==> src/rtl/alu_seq.sv <==
// alu_seq: multi-cycle RV32I/RV32M execute-stage ALU with valid/ready on issue and result sides.
// One radix-2 datapath (acc/quo/dvs) does shift-add multiply and restoring divide.
module alu_seq #(
    parameter  int DATA_W = 32,
    localparam int SH_W   = $clog2(DATA_W)
) (
    input  logic              i_clk,
    input  logic              i_rst,
    input  logic              i_flush,
    input  logic              i_valid,
    output logic              o_ready,
    input  logic [4:0]        i_alu_op,
    input  logic [DATA_W-1:0] i_operand_a,
    input  logic [DATA_W-1:0] i_operand_b,
    output logic              o_valid,
    input  logic              i_ready,
    output logic [DATA_W-1:0] o_alu_data
);

    localparam int CNT_W = SH_W + 1;

    localparam logic [4:0] OP_ADD    = 5'd0;
    localparam logic [4:0] OP_SUB    = 5'd1;
    localparam logic [4:0] OP_SLL    = 5'd2;
    localparam logic [4:0] OP_SLT    = 5'd3;
    localparam logic [4:0] OP_SLTU   = 5'd4;
    localparam logic [4:0] OP_XOR    = 5'd5;
    localparam logic [4:0] OP_SRL    = 5'd6;
    localparam logic [4:0] OP_SRA    = 5'd7;
    localparam logic [4:0] OP_OR     = 5'd8;
    localparam logic [4:0] OP_AND    = 5'd9;
    localparam logic [4:0] OP_OPB    = 5'd10;
    localparam logic [4:0] OP_MUL    = 5'd11;
    localparam logic [4:0] OP_MULH   = 5'd12;
    localparam logic [4:0] OP_MULHSU = 5'd13;
    localparam logic [4:0] OP_MULHU  = 5'd14;
    localparam logic [4:0] OP_DIV    = 5'd15;
    localparam logic [4:0] OP_DIVU   = 5'd16;
    localparam logic [4:0] OP_REM    = 5'd17;
    localparam logic [4:0] OP_REMU   = 5'd18;

    typedef enum logic [2:0] {S_IDLE, S_MUL, S_DIV, S_FIX, S_DONE} state_t;

    state_t              state_q, state_d;
    logic [CNT_W-1:0]    cnt_q, cnt_d;
    logic [DATA_W-1:0]   acc_q, acc_d;      // product high half / partial remainder
    logic [DATA_W-1:0]   quo_q, quo_d;      // multiplier / dividend shifting into quotient
    logic [DATA_W-1:0]   dvs_q, dvs_d;      // multiplicand / divisor magnitude
    logic [4:0]          op_q, op_d;
    logic                qneg_q, qneg_d;
    logic                rneg_q, rneg_d;
    logic [DATA_W-1:0]   result_q, result_d;

    logic                accept;
    logic [SH_W-1:0]     shamt;
    logic [DATA_W-1:0]   alu_res;
    logic                is_mul, is_div;
    logic                a_signed, b_signed, a_neg, b_neg, div_ovf;
    logic [DATA_W-1:0]   a_mag, b_mag;
    logic [DATA_W:0]     mul_sum, div_shift, div_diff;
    logic [2*DATA_W-1:0] prod, prod_fix;
    logic [DATA_W-1:0]   q_fix, r_fix;

    assign o_ready    = (state_q == S_IDLE) || ((state_q == S_DONE) && i_ready);
    assign o_valid    = (state_q == S_DONE);
    assign o_alu_data = result_q;
    assign accept     = i_valid && o_ready && !i_flush;

    // NOTE: every signal written in always_comb gets a default first, so no latch is inferred.
    always_comb begin
        shamt   = i_operand_b[SH_W-1:0];
        alu_res = '0;
        case (i_alu_op)
            OP_ADD:  alu_res = i_operand_a + i_operand_b;
            OP_SUB:  alu_res = i_operand_a - i_operand_b;
            OP_SLL:  alu_res = i_operand_a << shamt;
            OP_SLT:  alu_res = {{(DATA_W-1){1'b0}}, $signed(i_operand_a) < $signed(i_operand_b)};
            OP_SLTU: alu_res = {{(DATA_W-1){1'b0}}, i_operand_a < i_operand_b};
            OP_XOR:  alu_res = i_operand_a ^ i_operand_b;
            OP_SRL:  alu_res = i_operand_a >> shamt;
            OP_SRA:  alu_res = $signed(i_operand_a) >>> shamt;
            OP_OR:   alu_res = i_operand_a | i_operand_b;
            OP_AND:  alu_res = i_operand_a & i_operand_b;
            OP_OPB:  alu_res = i_operand_b;
            default: alu_res = '0;
        endcase
    end

    always_comb begin
        is_mul   = (i_alu_op >= OP_MUL) && (i_alu_op <= OP_MULHU);
        is_div   = (i_alu_op >= OP_DIV) && (i_alu_op <= OP_REMU);
        a_signed = (i_alu_op == OP_MULH) || (i_alu_op == OP_MULHSU) ||
                   (i_alu_op == OP_DIV)  || (i_alu_op == OP_REM);
        b_signed = (i_alu_op == OP_MULH) || (i_alu_op == OP_DIV) || (i_alu_op == OP_REM);
        a_neg    = a_signed && i_operand_a[DATA_W-1];
        b_neg    = b_signed && i_operand_b[DATA_W-1];
        a_mag    = a_neg ? -i_operand_a : i_operand_a;
        b_mag    = b_neg ? -i_operand_b : i_operand_b;
        div_ovf  = a_signed && (i_operand_a == {1'b1, {(DATA_W-1){1'b0}}}) && (i_operand_b == '1);
    end

    // A borrow out of the trial subtraction means the shifted remainder was below the divisor.
    always_comb begin
        mul_sum   = {1'b0, acc_q} + (quo_q[0] ? {1'b0, dvs_q} : {(DATA_W+1){1'b0}});
        div_shift = {acc_q, quo_q[DATA_W-1]};
        div_diff  = div_shift - {1'b0, dvs_q};
        prod      = {acc_q, quo_q};
        prod_fix  = qneg_q ? -prod : prod;
        q_fix     = qneg_q ? -quo_q : quo_q;
        r_fix     = rneg_q ? -acc_q : acc_q;
    end

    always_comb begin
        state_d  = state_q;
        cnt_d    = cnt_q;
        acc_d    = acc_q;
        quo_d    = quo_q;
        dvs_d    = dvs_q;
        op_d     = op_q;
        qneg_d   = qneg_q;
        rneg_d   = rneg_q;
        result_d = result_q;
        case (state_q)
            S_IDLE, S_DONE: begin
                if (accept) begin
                    op_d   = i_alu_op;
                    qneg_d = a_neg ^ b_neg;
                    rneg_d = a_neg;
                    if (is_mul) begin
                        acc_d   = '0;
                        quo_d   = b_mag;
                        dvs_d   = a_mag;
                        cnt_d   = CNT_W'(DATA_W);
                        state_d = S_MUL;
                    end else if (is_div) begin
                        if (i_operand_b == '0) begin
                            quo_d   = '1;
                            acc_d   = i_operand_a;
                            qneg_d  = 1'b0;
                            rneg_d  = 1'b0;
                            state_d = S_FIX;
                        end else if (div_ovf) begin
                            quo_d   = i_operand_a;
                            acc_d   = '0;
                            qneg_d  = 1'b0;
                            rneg_d  = 1'b0;
                            state_d = S_FIX;
                        end else begin
                            acc_d   = '0;
                            quo_d   = a_mag;
                            dvs_d   = b_mag;
                            cnt_d   = CNT_W'(DATA_W);
                            state_d = S_DIV;
                        end
                    end else begin
                        result_d = alu_res;
                        state_d  = S_DONE;
                    end
                end else if ((state_q == S_DONE) && i_ready) begin
                    state_d = S_IDLE;
                end
            end
            S_MUL: begin
                {acc_d, quo_d} = {mul_sum, quo_q[DATA_W-1:1]};
                cnt_d          = cnt_q - 1'b1;
                if (cnt_q == CNT_W'(1)) state_d = S_FIX;
            end
            S_DIV: begin
                if (div_diff[DATA_W]) begin
                    acc_d = div_shift[DATA_W-1:0];
                    quo_d = {quo_q[DATA_W-2:0], 1'b0};
                end else begin
                    acc_d = div_diff[DATA_W-1:0];
                    quo_d = {quo_q[DATA_W-2:0], 1'b1};
                end
                cnt_d = cnt_q - 1'b1;
                if (cnt_q == CNT_W'(1)) state_d = S_FIX;
            end
            S_FIX: begin
                case (op_q)
                    OP_MUL:                       result_d = prod_fix[DATA_W-1:0];
                    OP_MULH, OP_MULHSU, OP_MULHU: result_d = prod_fix[2*DATA_W-1:DATA_W];
                    OP_DIV, OP_DIVU:              result_d = q_fix;
                    default:                      result_d = r_fix;
                endcase
                state_d = S_DONE;
            end
            default: state_d = S_IDLE;
        endcase
        // Flush wins over everything, including a FIX that would otherwise publish a result.
        if (i_flush) begin
            state_d  = S_IDLE;
            result_d = result_q;
        end
    end

    // NOTE: non-blocking assignments so every flop samples its _d value from the same edge.
    always_ff @(posedge i_clk or posedge i_rst) begin
        if (i_rst) begin
            state_q  <= S_IDLE;
            cnt_q    <= '0;
            acc_q    <= '0;
            quo_q    <= '0;
            dvs_q    <= '0;
            op_q     <= '0;
            qneg_q   <= 1'b0;
            rneg_q   <= 1'b0;
            result_q <= '0;
        end else begin
            state_q  <= state_d;
            cnt_q    <= cnt_d;
            acc_q    <= acc_d;
            quo_q    <= quo_d;
            dvs_q    <= dvs_d;
            op_q     <= op_d;
            qneg_q   <= qneg_d;
            rneg_q   <= rneg_d;
            result_q <= result_d;
        end
    end

endmodule

==> config.mk <==
export PLATFORM = sky130hd
export DESIGN_NAME = alu_seq
export DESIGN_NICKNAME = d
export VERILOG_FILES = /design/src/rtl/alu_seq.sv
export SDC_FILE = /design/constraint.sdc
export NUM_CORES = 1
export LEC_CHECK = 0
export BUFFER_PORTS_ARGS = -buffer_cell sky130_fd_sc_hd__buf_4
export CAP_MARGIN = 40
export CORE_ASPECT_RATIO = 2
export CORE_UTILIZATION = 55
export CTS_CLUSTER_DIAMETER = 80
export CTS_CLUSTER_SIZE = 8
export DETAILED_ROUTE_END_ITERATION = 10
export PLACE_DENSITY = 0.7
export SYNTH_ARGS = -nofsm -noshare
export SYNTH_HDL_FRONTEND = slang
export SYNTH_SLANG_ARGS = --single-unit
==> constraint.sdc <==
create_clock -name i_clk -period 5.35 [get_ports i_clk]
set_input_delay 0.8025 -clock i_clk [delete_from_list [all_inputs] [get_ports i_clk]]
set_output_delay 0.8025 -clock i_clk [all_outputs]
set_load 0.05 [all_outputs]
==> results of run 1 <==
-- synth_stat cells (12+ instances only) --
library cell  instances  area, um^2
or3_1                36         225
a21o_1               51         383
o31ai_1              43         323
xor2_1               66         578
a22oi_1              50         375
or2_2                16         100
o21ai_0             251        1260
nand3_1              67         335
a211o_1              13         114
o221ai_1             27         236
buf_1                19        71.3
and3_1               23         144
a211oi_1             35         263
a221oi_1             67         587
a222oi_1             13         130
o211ai_1             58         435
ha_1                175        2190
o2111ai_1            12         105
o22ai_1              28         175
mux2_2               29         327
clkbuf_1            217         815
inv_1               142         533
dfrtp_1             144        3600
a31oi_1              38         238
o21bai_1             18         135
nor4_1               23         144
o41ai_1              19         166
or4_1                16         120
nand2b_1             32         200
nor3_1               61         305
nand2_1             271        1020
mux2i_1              55         551
nor2b_1              27         169
nand4_1              22         138
a21oi_1             277        1390
mux4_2               55        1240
buf_2                20         100
and2_1               16         100
xnor2_1             139        1220
nor2_1              378        1420
-- kinds of logic after synthesis --
| kind of cell | share of synthesized area [%] |
|---|---|
| adder cells (fa/ha/maj) | 9.63 |
| buffers and inverters | 6.91 |
| XOR/XNOR | 7.61 |
| flip-flops | 15.3 |
| multiplexers | 9.02 |
| AND/OR/NAND/NOR | 20.8 |
| AO/OA/AOI/OAI | 30.7 |
-- metrics by stage --
step	util, %	cells
4_1_cts	59.6	3727
3_5_place_dp	58.3	3695
3_3_place_gp	58.1	3690
2_1_floorplan	-	3226
-- metal layers --
| layer | overflow | track usage [%] |
|---|---|---|
| met2 | 0 | 88.0 |
| met3 | 0 | 33.4 |
| met1 | 0 | 61.5 |
| met4 | 1 | 64.4 |
| met5 | 0 | 5.23 |
==> flow_summary.ini, run 1 <==
[synth]
synth_warnings = 0
synth_edf_count = 0
netlist_area_mm2 = 0.0236
ys.flop_type = dfrtp_1
postSynthCellCount = 3226
ys_ff_latch = 144
synth_cell_types = 94
syn_area_per_cell_um2 = 7.31
synthArstFlopShare_pct = 100
synth_nets = 3479
ys_seq_area_share_pct = 15.3

[clock_tree]
clock_sinks = 144
post-cts-setup-buffers = 0
cts_root_buffer = clkbuf_16
h-tree-depth = 4
cts_hold_buffers = 0
cts_buffers = 17
cts_buffer_depth = 2
ctsResizeCount = 0

[placement]
dpl-instance-area_mm2 = 0.0247
globalplace.congestion = 1.12
dp_hpwl_mm = 93.1
place_ws_ps = 825
numPortBuffers = 107

[global_routing]
grt_pass1_wl_mm = 200
grt_max_degree = 145
gr-usage-all-layers_pct = 62.0
overflow = 1
grt_pass1_vias = 29700

[floorplanning]
start_util_pct = 55.6
die_width_um = 148
rows = 107
die_height_um = 295
io_pins = 108

[status]
error_line = [ERROR GRT-0116] Global routing finished with congestion. Check the congestion regions in the DRC Viewer.
failed_stage = 5_1_grt
outcome = stopped before the end
==> run 2: changes to the inputs <==
- CORE_ASPECT_RATIO: 2 -> not set
- CORE_UTILIZATION: 55 -> 40
- CTS_CLUSTER_DIAMETER: 80 -> not set
- CTS_CLUSTER_SIZE: 8 -> not set
- PLACE_DENSITY: 0.7 -> not set
- PLACE_DENSITY_LB_ADDON: not set -> 0.15
==> flow_summary.ini, run 2 <==
[status]
outcome = complete, but fails checks
violations = design-rule violations

[timing]
max_clock_freq_mhz = 212
min_period_over_period_pct = 88.1
slew_viol_final = 0
hold_violations = 0
grt_setup_unrepaired = no
fin_worst_skew_ps = 12.4
period_needed_ps = 4710
timing.setup.tns_ps = 0
worstMarginPinSlew_ps = 1040
setup_viol = 0
hold_slack_ps = 481
slew_headroom_pct = 29.8

[clock_tree]
cts_buffers = 17
cts_hold_buffers = 0
h-tree-depth = 4
insertion_delay_ps = 470
post-cts-setup-buffers = 0
ctsResizeCount = 0
cts_buffer_depth = 2
cts_tree = done
cts_root_buffer = clkbuf_16
clock_sinks = 144
path_clk_slew_ps = 70

[synth]
synth_top_area_share_pct = 15.3
syn_area_per_cell_um2 = 7.31
ys_ff_latch = 144
ys_seq_area_share_pct = 15.3
synth_nets = 3479
synth_cell_types = 94
synth.most_common_cell = nor2_1
synth_edf_count = 0
synthArstFlopShare_pct = 100
netlist_area_mm2 = 0.0236
synth_commonest_cells = nor2_1, a21oi_1, nand2_1, o21ai_0, clkbuf_1
synthTopCellsByArea = dfrtp_1, ha_1, nor2_1, a21oi_1, o21ai_0
ys.flop_type = dfrtp_1
synth_largest_area_cell = dfrtp_1
postSynthCellCount = 3226
synth_warnings = 0

[floorplanning]
rows = 88
start_util_pct = 40.7
die_height_um = 245
core_mm2 = 0.0579
die_width_um = 245
io_pins = 108
die-area_mm2 = 0.0599

[setup_path]
r2r_start = quo_q[31]
rrSetupSlack_ps = 640
r2r_cells = 15
worst-path-max-fanout = 27
critPathRequiredTime_ps = 5670
critPathCaptureType = flop
arrival_ps = 5040
critPathLaunch = quo_q[31]
regToRegEndpoint = acc_q[7]
crit_end = acc_q[7]
path_class = flop to flop
critPathLaunchType = flop

[global_routing]
grt_pass1_wl_mm = 181
overflow = 0
grt_max_degree = 82
gr-usage-all-layers_pct = 41.4
antenna_found_initial = 6
grt_pass1_vias = 25200

[final_layout]
fin_nets = 3435
n_antenna_cell = 0
final_common_cell = nor2_1
final_cell_mix = nor2_1, a21oi_1, nand2_1
fill_cells = 6072
drive_gt1_share_pct = 11.6
utilization_pct = 44.3
syn2layout_area_growth_pct = 8.91

[placement]
globalplace.congestion = 1.06
dp_hpwl_mm = 97.0
numPortBuffers = 107

[route]
highest_layer = met5
drt-met1-wl_mm = 50.8
vias_per_cell = 6.85
drt_iter0_drc = 3568
wl_met2_mm = 54.4
vias = 27100
wire_per_inst_um = 31.9
wl_met3_mm = 12.0
drc_errors = 1
routed_wl_mm = 126
ant_nets = 0
firstDrtPassIters = 11

[power]
ir_drop_mv = 0.632
p_per_area_mw_per_mm2 = 385
p_leak_uw = 0.0103
power_uw = 9900

[flow_run]
drv_cap = 0

[worst_hold_path]
holdCritPathClass = flop to flop
==> run 2: cell counts after synthesis <==
Identical to the previous run, type by type.
==> run 2: report_power, final <==
| group | internal [uW] | switching, uW |
|---|---|---|
| sequential | 1430 | 663 |
| combinational | 2570 | 4000 |
| clock | 688 | 547 |
==> run 2: stage by stage <==
stage | cells | worst slack [ps] | cell area, um^2
CTS | 3959 | 734 | 25700
floorplan | 3226 | 681 | 23600
global placement | 3919 | 780 | 25100
detailed placement | 3927 | 669 | 25100
global route | 3960 | 462 | 25700
finish | 3960 | 636 | 25700
==> run 2: per-layer routing <==
metal	track usage, %	up-vias
li1	-	11800
met1	54.1	13200
met2	63.2	1793
met3	7.01	325
met4	26.2	4
met5	0	-
==> run 2: cell families after synthesis <==
family	share of synthesized area [%]
multiplexers	9.02
AO/OA/AOI/OAI	30.7
XOR/XNOR	7.61
adder cells (fa/ha/maj)	9.63
AND/OR/NAND/NOR	20.8
flip-flops	15.3
buffers and inverters	6.91
==> run 2: how the worst min path moves through the flow <==
stage	startpoint	endpoint	slack [ps]	cells past startpoint
after detailed placement	dvs_q[25]	dvs_q[25]	470	2
after CTS	dvs_q[25]	dvs_q[25]	490	2
after global placement	dvs_q[21]	dvs_q[21]	470	2
after global routing	dvs_q[22]	dvs_q[22]	510	1
after floorplan	dvs_q[29]	dvs_q[29]	450	2
final	dvs_q[29]	dvs_q[29]	480	2
==> run 2: final cells by class <==
type	instances	area [um^2]	share of cell area [%]
inverters	145	549	2.14
repair buffers	204	1570	6.11
flip-flops and latches	144	3600	14.0
multi-input cells	2670	18400	71.8
clock buffers	20	437	1.70
clock inverters	12	136	0.531
well taps	765	957	3.73
==> run 2: critical path: stages, from the launching register on <==
cell and delay (ps):
dfrtp_1 430, inv_1 210, ha_1 200, inv_1 50
fa_1 430, a211oi_1 290, o21ai_0 320, a21oi_2 380
nor2_1 80, a41oi_1 440, o31ai_1 200, o221ai_4 200
buf_4 390, mux2_2 400, a221oi_1 420, a21oi_1 130
Power figures use the tool's default switching activity.
